File: src/rtl/uart_mem_loader.sv
// ============================================================================
// uart_mem_loader : 8N1 UART receiver that packs bytes little-endian into
//                   32-bit words and writes them to a RAM port.
// Revision 1.0
// ============================================================================
`default_nettype none

module uart_mem_loader #(
    parameter int CLKS_PER_BIT = 868,
    parameter int IDLE_TIMEOUT = 16
) (
    input  logic        clk,
    input  logic        reset,
    input  logic        serialIn,
    input  logic        setAddr,
    input  logic [11:0] startAddr,
    output logic [11:0] writeAddr,
    output logic [31:0] writeData,
    output logic        writeEnable,
    output logic        err,
    output logic [7:0]  lastByte
);
    localparam int CNT_W       = $clog2(CLKS_PER_BIT);
    localparam int IDLE_CYCLES = IDLE_TIMEOUT * CLKS_PER_BIT;
    localparam int IDLE_W      = $clog2(IDLE_CYCLES + 1);

    localparam logic [CNT_W-1:0]  BIT_LAST  = CNT_W'(CLKS_PER_BIT - 1);
    localparam logic [CNT_W-1:0]  HALF_LAST = CNT_W'(CLKS_PER_BIT / 2 - 1);
    localparam logic [IDLE_W-1:0] IDLE_LAST = IDLE_W'(IDLE_CYCLES - 1);

    localparam logic [1:0] S_IDLE  = 2'd0;
    localparam logic [1:0] S_START = 2'd1;
    localparam logic [1:0] S_DATA  = 2'd2;
    localparam logic [1:0] S_STOP  = 2'd3;

    logic              sync1_q, sync2_q, rx_prev_q;
    logic [1:0]        state_q, state_d;
    logic [CNT_W-1:0]  cnt_q;
    logic [2:0]        bit_idx_q;
    logic [7:0]        shift_q;
    logic [1:0]        byte_cnt_q;
    logic [IDLE_W-1:0] idle_cnt_q;
    logic [11:0]       addr_q;
    logic [31:0]       data_q;
    logic              we_q, err_q;
    logic [7:0]        last_q;

    logic rx;
    logic cnt_clr, bit_sample, stop_sample;
    logic byte_ok, frame_err, word_done, idle_wait, timeout;

    assign rx = sync2_q;

    always_ff @(posedge clk or posedge reset) begin
        if (reset) begin
            sync1_q   <= 1'b1;
            sync2_q   <= 1'b1;
            rx_prev_q <= 1'b1;
        end else begin
            sync1_q   <= serialIn;
            sync2_q   <= sync1_q;
            rx_prev_q <= sync2_q;
        end
    end

    always_ff @(posedge clk or posedge reset) begin
        if (reset) state_q <= S_IDLE;
        else       state_q <= state_d;
    end

    always_comb begin
        state_d = state_q;
        case (state_q)
            S_IDLE:  if (rx_prev_q && !rx) state_d = S_START;
            S_START: if (cnt_q == HALF_LAST) state_d = rx ? S_IDLE : S_DATA;
            S_DATA:  if (bit_sample && bit_idx_q == 3'd7) state_d = S_STOP;
            S_STOP:  if (stop_sample) state_d = S_IDLE;
            default: state_d = S_IDLE;
        endcase
    end

    always_comb begin
        cnt_clr     = 1'b0;
        bit_sample  = 1'b0;
        stop_sample = 1'b0;
        case (state_q)
            S_IDLE:  cnt_clr = 1'b1;
            S_START: cnt_clr = (cnt_q == HALF_LAST);
            S_DATA: begin
                cnt_clr    = (cnt_q == BIT_LAST);
                bit_sample = (cnt_q == BIT_LAST);
            end
            S_STOP: begin
                cnt_clr     = (cnt_q == BIT_LAST);
                stop_sample = (cnt_q == BIT_LAST);
            end
            default: cnt_clr = 1'b1;
        endcase
    end

    assign byte_ok   = stop_sample && rx;
    assign frame_err = stop_sample && !rx;
    assign word_done = byte_ok && (byte_cnt_q == 2'd3);
    assign idle_wait = (state_q == S_IDLE) && (byte_cnt_q != 2'd0);
    assign timeout   = idle_wait && (idle_cnt_q == IDLE_LAST);

    always_ff @(posedge clk or posedge reset) begin
        if (reset) begin
            cnt_q     <= '0;
            bit_idx_q <= '0;
            shift_q   <= '0;
        end else begin
            cnt_q <= cnt_clr ? '0 : cnt_q + CNT_W'(1);
            if (state_q == S_IDLE) bit_idx_q <= '0;
            else if (bit_sample)   bit_idx_q <= bit_idx_q + 3'd1;
            if (bit_sample) shift_q <= {rx, shift_q[7:1]};
        end
    end

    // setAddr takes priority over byte packing, word completion and timeout.
    always_ff @(posedge clk or posedge reset) begin
        if (reset) begin
            byte_cnt_q <= '0;
            idle_cnt_q <= '0;
            addr_q     <= '0;
            data_q     <= '0;
            we_q       <= 1'b0;
            err_q      <= 1'b0;
            last_q     <= '0;
        end else begin
            we_q <= word_done && !setAddr;
            if (byte_ok) last_q <= shift_q;

            if (setAddr)        addr_q <= startAddr;
            else if (we_q)      addr_q <= addr_q + 12'd1;

            if (setAddr)        err_q <= 1'b0;
            else if (frame_err) err_q <= 1'b1;

            if (byte_ok && !setAddr) data_q[{byte_cnt_q, 3'b000} +: 8] <= shift_q;

            if (setAddr || timeout) byte_cnt_q <= '0;
            else if (byte_ok)       byte_cnt_q <= byte_cnt_q + 2'd1;

            if (idle_wait && !timeout && !setAddr) idle_cnt_q <= idle_cnt_q + IDLE_W'(1);
            else                                   idle_cnt_q <= '0;
        end
    end

    assign writeAddr   = addr_q;
    assign writeData   = data_q;
    assign writeEnable = we_q;
    assign err         = err_q;
    assign lastByte    = last_q;

endmodule

`default_nettype wire

File: config.mk
export PLATFORM = sky130hd
export DESIGN_NAME = uart_mem_loader
export DESIGN_NICKNAME = d
export VERILOG_FILES = /design/src/rtl/uart_mem_loader.sv
export SDC_FILE = /design/constraint.sdc
export NUM_CORES = 1
export LEC_CHECK = 0
export ABC_AREA = 1
export CORE_ASPECT_RATIO = 0.7
export CORE_MARGIN = 5
export CORE_UTILIZATION = 49
export DETAILED_ROUTE_END_ITERATION = 7
export MAX_ROUTING_LAYER = met4
export PLACE_DENSITY = 0.76
export RECOVER_POWER = 100
export SLEW_MARGIN = 10
export SYNTH_ARGS = -nofsm -noshare
export SYNTH_HDL_FRONTEND = slang
export SYNTH_SLANG_ARGS = --single-unit
File: constraint.sdc
create_clock -name clk -period 3.13 [get_ports clk]
set_clock_uncertainty 0.05 [all_clocks]
set_input_delay 0.7825 -clock clk [delete_from_list [all_inputs] [get_ports clk]]
set_output_delay 0.7825 -clock clk [all_outputs]
set_load 0.01 [all_outputs]
# [Word level (Yosys, flattened, before mapping)]
# Cells that the tools add are included.
[word_totals] reg_bits=96 inputBits=16 out_inout_bits=54 elab_cells=77
[classes] add_sub_neg=6 eq_ne=12 n_shift=2 mux=20 n_reduce_logical=23
[ops] cell="$bwmux W32" n=1
[ops] cell="$shift A8 B7 Y32 const A" n=1
[ops] cell="$shiftx A8 B7 Y32" n=1
[ops] cell="$mux W12" n=2
[ops] cell="$add A14 B1 Y14 const B" n=1
[ops] cell="$eq A14 B14 Y1 const B" n=1
[ops] cell="$mux W14" n=1
[ops] cell="$mux W2" n=7
[ops] cell="$add A12 B1 Y12 const B" n=1
[ops] cell="$logic_and A1 B1 Y1" n=11
[ops] cell="$add A10 B1 Y10 const B" n=1
[ops] cell="$eq A10 B10 Y1 const B" n=1
[ops] cell="$eq A10 B9 Y1 const B" n=1
[ops] cell="$mux W10" n=1
[ops] cell="$reduce_bool A2 Y1" n=5
[ops] cell="$ne A2 B2 Y1 const B" n=4
[ops] cell="$pmux W2 S4" n=1
[ops] cell="$neg A5 Y7" n=1
[ops] cell="$eq A2 B2 Y1 const B" n=3
[ops] cell="$mux W3" n=2
[ops] cell="$mux W1" n=4
[ops] cell="$reduce_and A4 Y1" n=1
[ops] cell="$add A3 B1 Y3 const B" n=1
[ops] cell="$eq A3 B3 Y1 const B" n=1
[ops] cell="7 further kinds" n=9

# [Logic depth before layout (Yosys ltp)]
# Gate-level depths: netlist of the first run.
[logic_depth] word_depth=7 ltp_mapped=10 ltp_nobuf=10

# [Worst setup path after synthesis of the first run]
# No wires, ideal clock.
[synth_timing] path_type="reg-to-reg" startpoint="reg byte_cnt_q[0]" endpoint="reg data_q[17] (netlist: writeData[17])" setup_ns=0.065 arrival_ns=1.997 t_required_ns=3.015 slack_ns=1.018 stages_incl_launch_ff=10 n_path_buf=3 period_less_slack_ns=2.112 path_cell_list="dfrtp_1 > clkbuf_1 > clkinv_1 > ha_1 > clkbuf_1 > inv_1 > clkbuf_1 > nor3_1 > nand3_1 > nand2_1"
[synth_via] elab_chain_len=3 elab_cells_between_ends=4 classes_between="1 x add/sub; 2 x shift; 1 x mux"
[synth_rtl] element="from (decl)" line="41" source="logic [1:0] byte_cnt_q;"
[synth_rtl] element="from (signal assigned)" line="143" source="else if (byte_ok) byte_cnt_q <= byte_cnt_q + 2'd1;"
[synth_rtl] element="$neg A5 Y7 (*)" line="140" source="if (byte_ok && !setAddr) data_q[{byte_cnt_q, 3'b000} +: 8] <= shift_q;"
[synth_rtl] element="$shiftx A8 B7 Y32 or $shift A8 B7 Y32 (tied branches)" line="140"
[synth_rtl] element="$bwmux W32 (*)" line="140"
[synth_rtl] element="to (signal, indexed assignment)" line="140"
[synth_rtl] element="to (decl)" line="44" source="logic [31:0] data_q;"
# Mark *: on every way between the ends. The rest lies on a longest branch, timed or not.
# A chain may end at the register's enable or synchronous reset.

# [Final worst setup path of the first run]
[layout_timing] startpoint="reg byte_cnt_q[0]" endpoint="reg data_q[6] (netlist: writeData[6])"
# The elaborated chain is that of the path after synthesis.

==> qor.csv, run 1 <==
stage,metric,value,unit
global_routing,GRT Overall Usage,0.2007,
timing,fin. max-slew vios,0,
synth,Netlist Area Pre-Place,4668,um2
critical_path,end of the worst register-to-register path,writeData[6],
global_routing,total congestion overflow,0,
routing,WL met1,5.240,mm
critical_path,Worst Reg-to-Reg Cells,7,
clocking,"Gates resized, CTS repair",0,
die,I/O pin cnt,70,
timing,final setup fails,0,
critical_path,CP max stage delay,700,ps
critical_path,worst path buffer plus inverter count,2,
routing,1st-pass router iterations,5,
synth,Synth top cells by count,"nand2_1 (134), dfrtp_1 (93), nor2_1 (60)",
synth,sequential fraction of the synthesis area,0.5154,
pwr,Switching Share,0.2730,
clocking,worst skew pair latency,340,ps
synth,synth unique cells,37,
timing,RSZ-0062 raised after global routing,false,
pwr,Pwr per Cell Area,471.3,nW/um2
clocking,H-tree depth,3,
die,row count,29,
placed_design,Final Wtd Congestion,0.8998,
synth,"EDFF count, synth",0,
placed_design,Post-DP HPWL,7.778,mm
routing,First DRT Iteration DRCs,322,
critical_path,CP Capture Type,register,
die,Initial Utilization,0.5085,
routing,vias,3997,
pwr,Peak VDD IR,0.3508,mV
placed_design,Port Buffer Count,69,
clocking,CTS tree,yes,
critical_path,CP Depth,7,
pwr,Leak,2.635,nW
clocking,CTS root buf,clkbuf_16,
synth,synthesized flop and latch total,96,
synth,post-synth top area share,0.4985,
timing,max_slew headroom,0.1695,
critical_path,Setup crit start,byte_cnt_q[0],
synth,"area leader, netlist",dfrtp_1,
clocking,CTS max path bufs,2,
run_status,status,completed,
die,die height,91.67,um
routing,drt via density,5.394,
timing,final worst path period share,0.8758,
routing,wire per inst,14.33,um
pwr,Pint,1.947,mW
die,die width,126.7,um
global_routing,global-route wire length before repair,18.46,mm
global_routing,largest net degree at the start of global routing,97,
timing,Worst Max-Slew Pin Slew,1246,ps
hold_path,hold crit path type,register to register,
global_routing,initial antenna violation count,1,
routing,DR WL met3,767,um
critical_path,"CP delay by family, top",simple AND/OR/NAND/NOR gates,
routing,WL final,10.62,mm
routing,WL met2,4.516,mm
clocking,clock-pin slew of the registers on the worst-case setup and hold paths,70,ps
die,die area,11610,um2
critical_path,crit-path max FO,19,
timing,setup TNS,0,ps
synth,Synth Flop Type,dfrtp_1,
routing,Highest Signal Layer,met4,
synth,Syn Inst Count,546,
routing,"antenna viol nets, final",0,
run,MaxCap Viol Count,0,
critical_path,Crit path top cell by count,nand3_1,
final_layout,Layout area overhead,21.74,%
pwr,Seq pwr share,0.504,
synth,yosys warns,0,
clocking,hold_buf cts,0,
pwr,Tot Pwr,2.678,mW
timing,final hold vios,0,
synth,Syn Area/Cell,8.550,um2
synth,Async SR Flop Fraction,1.000,
pwr,power share of the clock group,0.371,
final_layout,share of cells above drive strength 1,0.06006,
critical_path,worst path cell trace,"clkinv_1, ha_1, inv_1, nand3_1, nor2_1, nand3_1, nand2_1",
routing,drt drc,0,
synth,Area contributors post-synth,"dfrtp_1 (50%), nand2_1 (11%), nor2_1 (4.8%)",
timing,fmax,364.8,MHz
pwr,combinational power share,0.125,
critical_path,Critical R2R Launch,byte_cnt_q[0],
synth,leading cell type by number of instances after synthesis,nand2_1,
critical_path,critical path arrival,2970,ps
global_routing,vias in the first global route,3756,
clocking,TritonCTS Buffers,9,
critical_path,CP endpoint,writeData[6],
pwr,net load switching power,731.2,uW
timing,post-layout min period,2741,ps
timing,setup slack after layout,388.6,ps
critical_path,critical path class,register to register,
clocking,TritonCTS Sinks,96,
synth,synthesized net count,573,
critical_path,WP data required,3360,ps
clocking,# Post-CTS Setup Buffers,0,
placed_design,DP Worst Slack,527.6,ps
critical_path,CP Launch Type,register,
final_layout,fin nets,639,
die,core area,9180,um2
critical_path,"setup slack, reg-to-reg",390,ps
critical_path,critical path's slowest cell,dfrtp_1,
-- layout by cell type, fill, tap and decap left out, types with 5 or more instances in the layout --
cell,instances
xor2_1,10
o21ai_0,45
nor3_1,16
nand2_1,134
nand2_2,5
clkdlybuf4s50_1,12
dfrtp_1,93
dlygate4sd3_1,57
clkbuf_16,9
ha_1,11
nor2_1,62
a22oi_1,5
a21oi_1,16
nand3_1,33
nand4_1,27
inv_1,42
-- flip-flops by register name, indices dropped and copies added (netlist names), named ones only --
name	cells
bit_idx_q	3
byte_cnt_q	2
cnt_q	10
err	1
idle_cnt_q	14
lastByte	8
rx	1
rx_prev_q	1
shift_q	8
state_q	1
sync1_q	1
writeAddr	12
writeData	32
writeEnable	1
-- how the worst min path moves through the flow --
stage,from,endpoint,slack [ps],cells past startpoint
after global placement,sync1_q,rx,300,0
after global routing,sync1_q,rx,330,0
after floorplan,sync1_q,rx,300,0
final,sync1_q,rx,310,0
after CTS,sync1_q,rx,310,0
after detailed placement,sync1_q,rx,300,0
-- power groups by stage --
stage,clock [mW],sequential (mW),combinational [mW]
finish,0.993,1.35,0.335
global route,1.07,1.36,0.385
CTS,1.00,1.35,0.350
detailed placement,0,1.37,0.347
global placement,0,1.37,0.337
floorplan,0,1.37,0.233
-- cells by family after synthesis --
family,after synthesis,synth area share
compound gates,70,0.08470
buf+inv,64,0.05601
fa+ha+maj,11,0.02948
simple gates,293,0.2919
flops,96,0.5154
xor+xnor,12,0.02251
-- worst register-to-register path: cells and delay by family, from the launching register on --
kind                       cells  cell delay (ps)
buffers and inverters          2              740
and+or+nand+nor                4              750
adders and majority gates      1              430
DFF                            1              700
-- area by class of cell --
cell class	instances	area, um2
fillers	792	3497
flip-flops and latches	96	2406
multi-input cells	386	1968
repair buffers	72	705.7
clock buffers	10	229.0
inverters	47	180.2
well taps	124	155.1
clock inverters	5	36.28
diodes	1	2.502
-- per-layer routing --
| metal | vias up | GRT usage |
|---|---|---|
| met5 | - | - |
| met4 | 0 | 0.04107 |
| met3 | 11 | 0.06214 |
| met2 | 130 | 0.2799 |
| met1 | 1919 | 0.2901 |
| li1 | 1937 | - |
-- stage by stage --
stage | cell area [um2] | hold WS [ps] | utilization | cells
4_1_cts | 5733 | 314.4 | 0.6245 | 740
6_report | 5683 | 314.3 | 0.6191 | 741
2_1_floorplan | 4672 | 295.2 | - | 546
5_1_grt | 5683 | 328.8 | 0.6191 | 741
3_3_place_gp | 5468 | 299.4 | 0.5956 | 725
3_5_place_dp | 5468 | 301.6 | 0.5956 | 725
Note: power is estimated with default switching activity, not from simulation.
==> run 2: changes to the inputs <==
CTS_CLUSTER_SIZE = 24   (was unset)
PLACE_DENSITY = 0.75   (was 0.76)
==> run 2 against run 1 <==
Against the previous run:
- total power increased by 7.4%
- sequential share of layout area shrank 0.48 points
- wire length up 3.4%
- final area is 1.1% higher
- worst setup slack better by 100 ps
- critical path depth up 1
- utilization up 0.71 points
- critical path type unchanged
- fmax up 3.8%
- sequential cell count is the same
- non-clock buffer count is 1 higher
- highest routed layer unchanged
- clock-buffer cell count shrank 1
==> qor.csv, run 2 (synthesized netlist as in run 1, its figures left out) <==
stage,metric,value,unit,change
routing,vias,4000,,+0.075%
critical_path,Critical R2R Launch,byte_cnt_q[0],,
critical_path,worst path cell trace,"clkinv_1, clkbuf_1, ha_1, inv_1, nand2_1, nor3_1, nand3_1, nand2_1",,
routing,1st-pass router iterations,5,,unchanged
clocking,CTS tree,yes,,
clocking,H-tree depth,3,,unchanged
placed_design,Port Buffer Count,69,,unchanged
routing,First DRT Iteration DRCs,335,,+4.0%
final_layout,max reg flops,32,,unchanged
critical_path,critical path arrival,2870,ps,-100 ps
critical_path,critical path class,register to register,,
final_layout,Layout area overhead,23.13,%,
timing,fin. max-slew vios,0,,unchanged
clocking,TritonCTS Buffers,9,,unchanged
global_routing,largest net degree at the start of global routing,52,,-46%
hold_path,Hold Path Depth,0,,unchanged
timing,final hold vios,0,,unchanged
timing,fmax,378.7,MHz,+3.8%
run_status,status,completed,,
die,core area,9180,um2,unchanged
critical_path,Crit path top cell by count,nand2_1,,
placed_design,Final Wtd Congestion,0.9081,,+0.92%
timing,RSZ-0062 raised after global routing,false,,
routing,drt via density,5.391,,about the same
timing,max_slew headroom,0.2914,,+0.1220
routing,"antenna viol nets, final",0,,unchanged
die,Initial Utilization,0.5085,,unchanged
timing,final worst path period share,0.8436,,-0.03221
timing,setup TNS,0,ps,unchanged
clocking,clock-pin slew of the registers on the worst-case setup and hold paths,70,ps,about the same
global_routing,vias in the first global route,3807,,+1.4%
global_routing,total congestion overflow,0,,unchanged
pwr,Peak VDD IR,0.3158,mV,-10%
final_layout,share of cells above drive strength 1,0.06311,,+0.003042
critical_path,"setup slack, reg-to-reg",490,ps,+100 ps
critical_path,CP Launch Type,register,,
clocking,# Post-CTS Setup Buffers,0,,unchanged
timing,hold slack,314.7,ps,+0.3580 ps
critical_path,Worst Reg-to-Reg Cells,8,,+1
hold_path,hold path start,sync1_q,,
critical_path,"CP delay by family, top",buffers and inverters,,
clocking,hold_buf cts,0,,unchanged
clocking,CTS max path bufs,2,,unchanged
critical_path,WP data required,3360,ps,about the same
final_layout,"most common cell after layout, fill and taps aside",nand2_1,,
clocking,worst skew pair latency,350,ps,about the same
global_routing,GRT Overall Usage,0.2002,,-0.0005663
placed_design,Post-DP HPWL,7.882,mm,+1.3%
critical_path,critical path's slowest cell,dfrtp_1,,
clocking,CTS root buf,clkbuf_16,,
critical_path,crit-path max FO,22,,+3
hold_path,hold crit path type,register to register,,
timing,post-layout min period,2641,ps,-100.8 ps
die,die height,91.67,um,unchanged
die,I/O pin cnt,70,,unchanged
die,die area,11610,um2,unchanged
routing,WL final,10.99,mm,+3.4%
die,die width,126.7,um,unchanged
routing,drt drc,0,,unchanged
global_routing,global-route wire length before repair,18.49,mm,+0.15%
clocking,TritonCTS Sinks,96,,unchanged
critical_path,CP max stage delay,720,ps,+20 ps
timing,final setup fails,0,,unchanged
critical_path,end of the worst register-to-register path,writeData[9],,
pwr,Pwr per Cell Area,500.3,nW/um2,+6.2%
final_layout,n_diodes,0,,-1
final_layout,most frequent cells in the layout,"nand2_1 (135), dfrtp_1 (93), nor2_1 (62)",,
final_layout,# fillers,763,,-3.7%
pwr,Leak,2.679,nW,+1.7%
final_layout,fin nets,640,,+0.16%
global_routing,initial antenna violation count,0,,-1
hold_path,Worst Hold Path EP,rx,,
run,MaxCap Viol Count,0,,unchanged
clocking,"Gates resized, CTS repair",0,,unchanged
pwr,Tot Pwr,2.876,mW,+7.4%
critical_path,worst path buffer plus inverter count,3,,+1
critical_path,CP Capture Type,register,,
die,row count,29,,unchanged
routing,wire per inst,14.81,um,+3.3%
timing,Worst Max-Slew Pin Slew,1057,ps,-188.8 ps
run 2: cell count changes in the layout (fill, tap and decap cells not counted):
cell,previous run,this run
buf_12,0,1
clkinv_2,1,2
inv_6,0,1
clkinvlp_4,4,1
clkbuf_2,0,1
nand2_2,5,4
bufinv_16,0,2
clkbuf_1,3,2
clkinvlp_2,0,1
nand2_1,134,135
clkbuf_4,1,0
diode_2,1,0
run 2: worst max path at each step:
stage	cells after the start	end	start	slack (ps)
3_3_place_gp	7	writeData[7]	byte_cnt_q[0]	690
2_1_floorplan	9	writeData[17]	byte_cnt_q[0]	1020
5_1_grt	8	writeData[24]	byte_cnt_q[0]	250
6_report	8	writeData[9]	byte_cnt_q[0]	490
3_5_place_dp	7	writeData[6]	byte_cnt_q[0]	620
4_1_cts	7	writeData[6]	byte_cnt_q[0]	580
run 2: final cells by class:
class,count,area [um2],share of cell area
inverters,47,177.7,0.03091
clock buffers,9,225.2,0.03918
repair buffers,73,723.2,0.1258
clock inverters,7,95.09,0.01654
flip-flops and latches,96,2406,0.4186
well taps,124,155.1,0.02699
multi-input cells,386,1966,0.3420
run 2: stage by stage:
step	setup WS (ps)	instance area [um2]	utilization	instances
final	489.4	5748	0.6261	742
after global routing	248.3	5748	0.6261	742
after CTS	584.4	5796	0.6313	742
after detailed placement	620.8	5475	0.5964	726
after global placement	690.5	5475	0.5964	726
after floorplan	1018	4672	-	546
run 2: worst reg2reg max path, cell delays in order (launching register included):
cell and delay (ps):
dfrtp_1 720, clkinv_1 190, clkbuf_1 280, ha_1 310, inv_1 450, nand2_1 200, nor3_1 180, nand3_1 100
nand2_1 100
run 2: layer usage:
layer	vias to the layer above	GRT usage	wire length, um
met5	-	-	0
met4	0	0.04554	131
met3	17	0.05981	841
met2	148	0.2813	4742
met1	1901	0.2867	5272
li1	1934	-	-
run 2: power breakdown:
| part | leakage, nW | switching (mW) | internal (mW) |
|---|---|---|---|
| clock | 0.156 | 0.476 | 0.701 |
| combinational | 1.22 | 0.218 | 0.126 |
| sequential | 1.30 | 0.0650 | 1.29 |
| total | 2.68 | 0.759 | 2.12 |
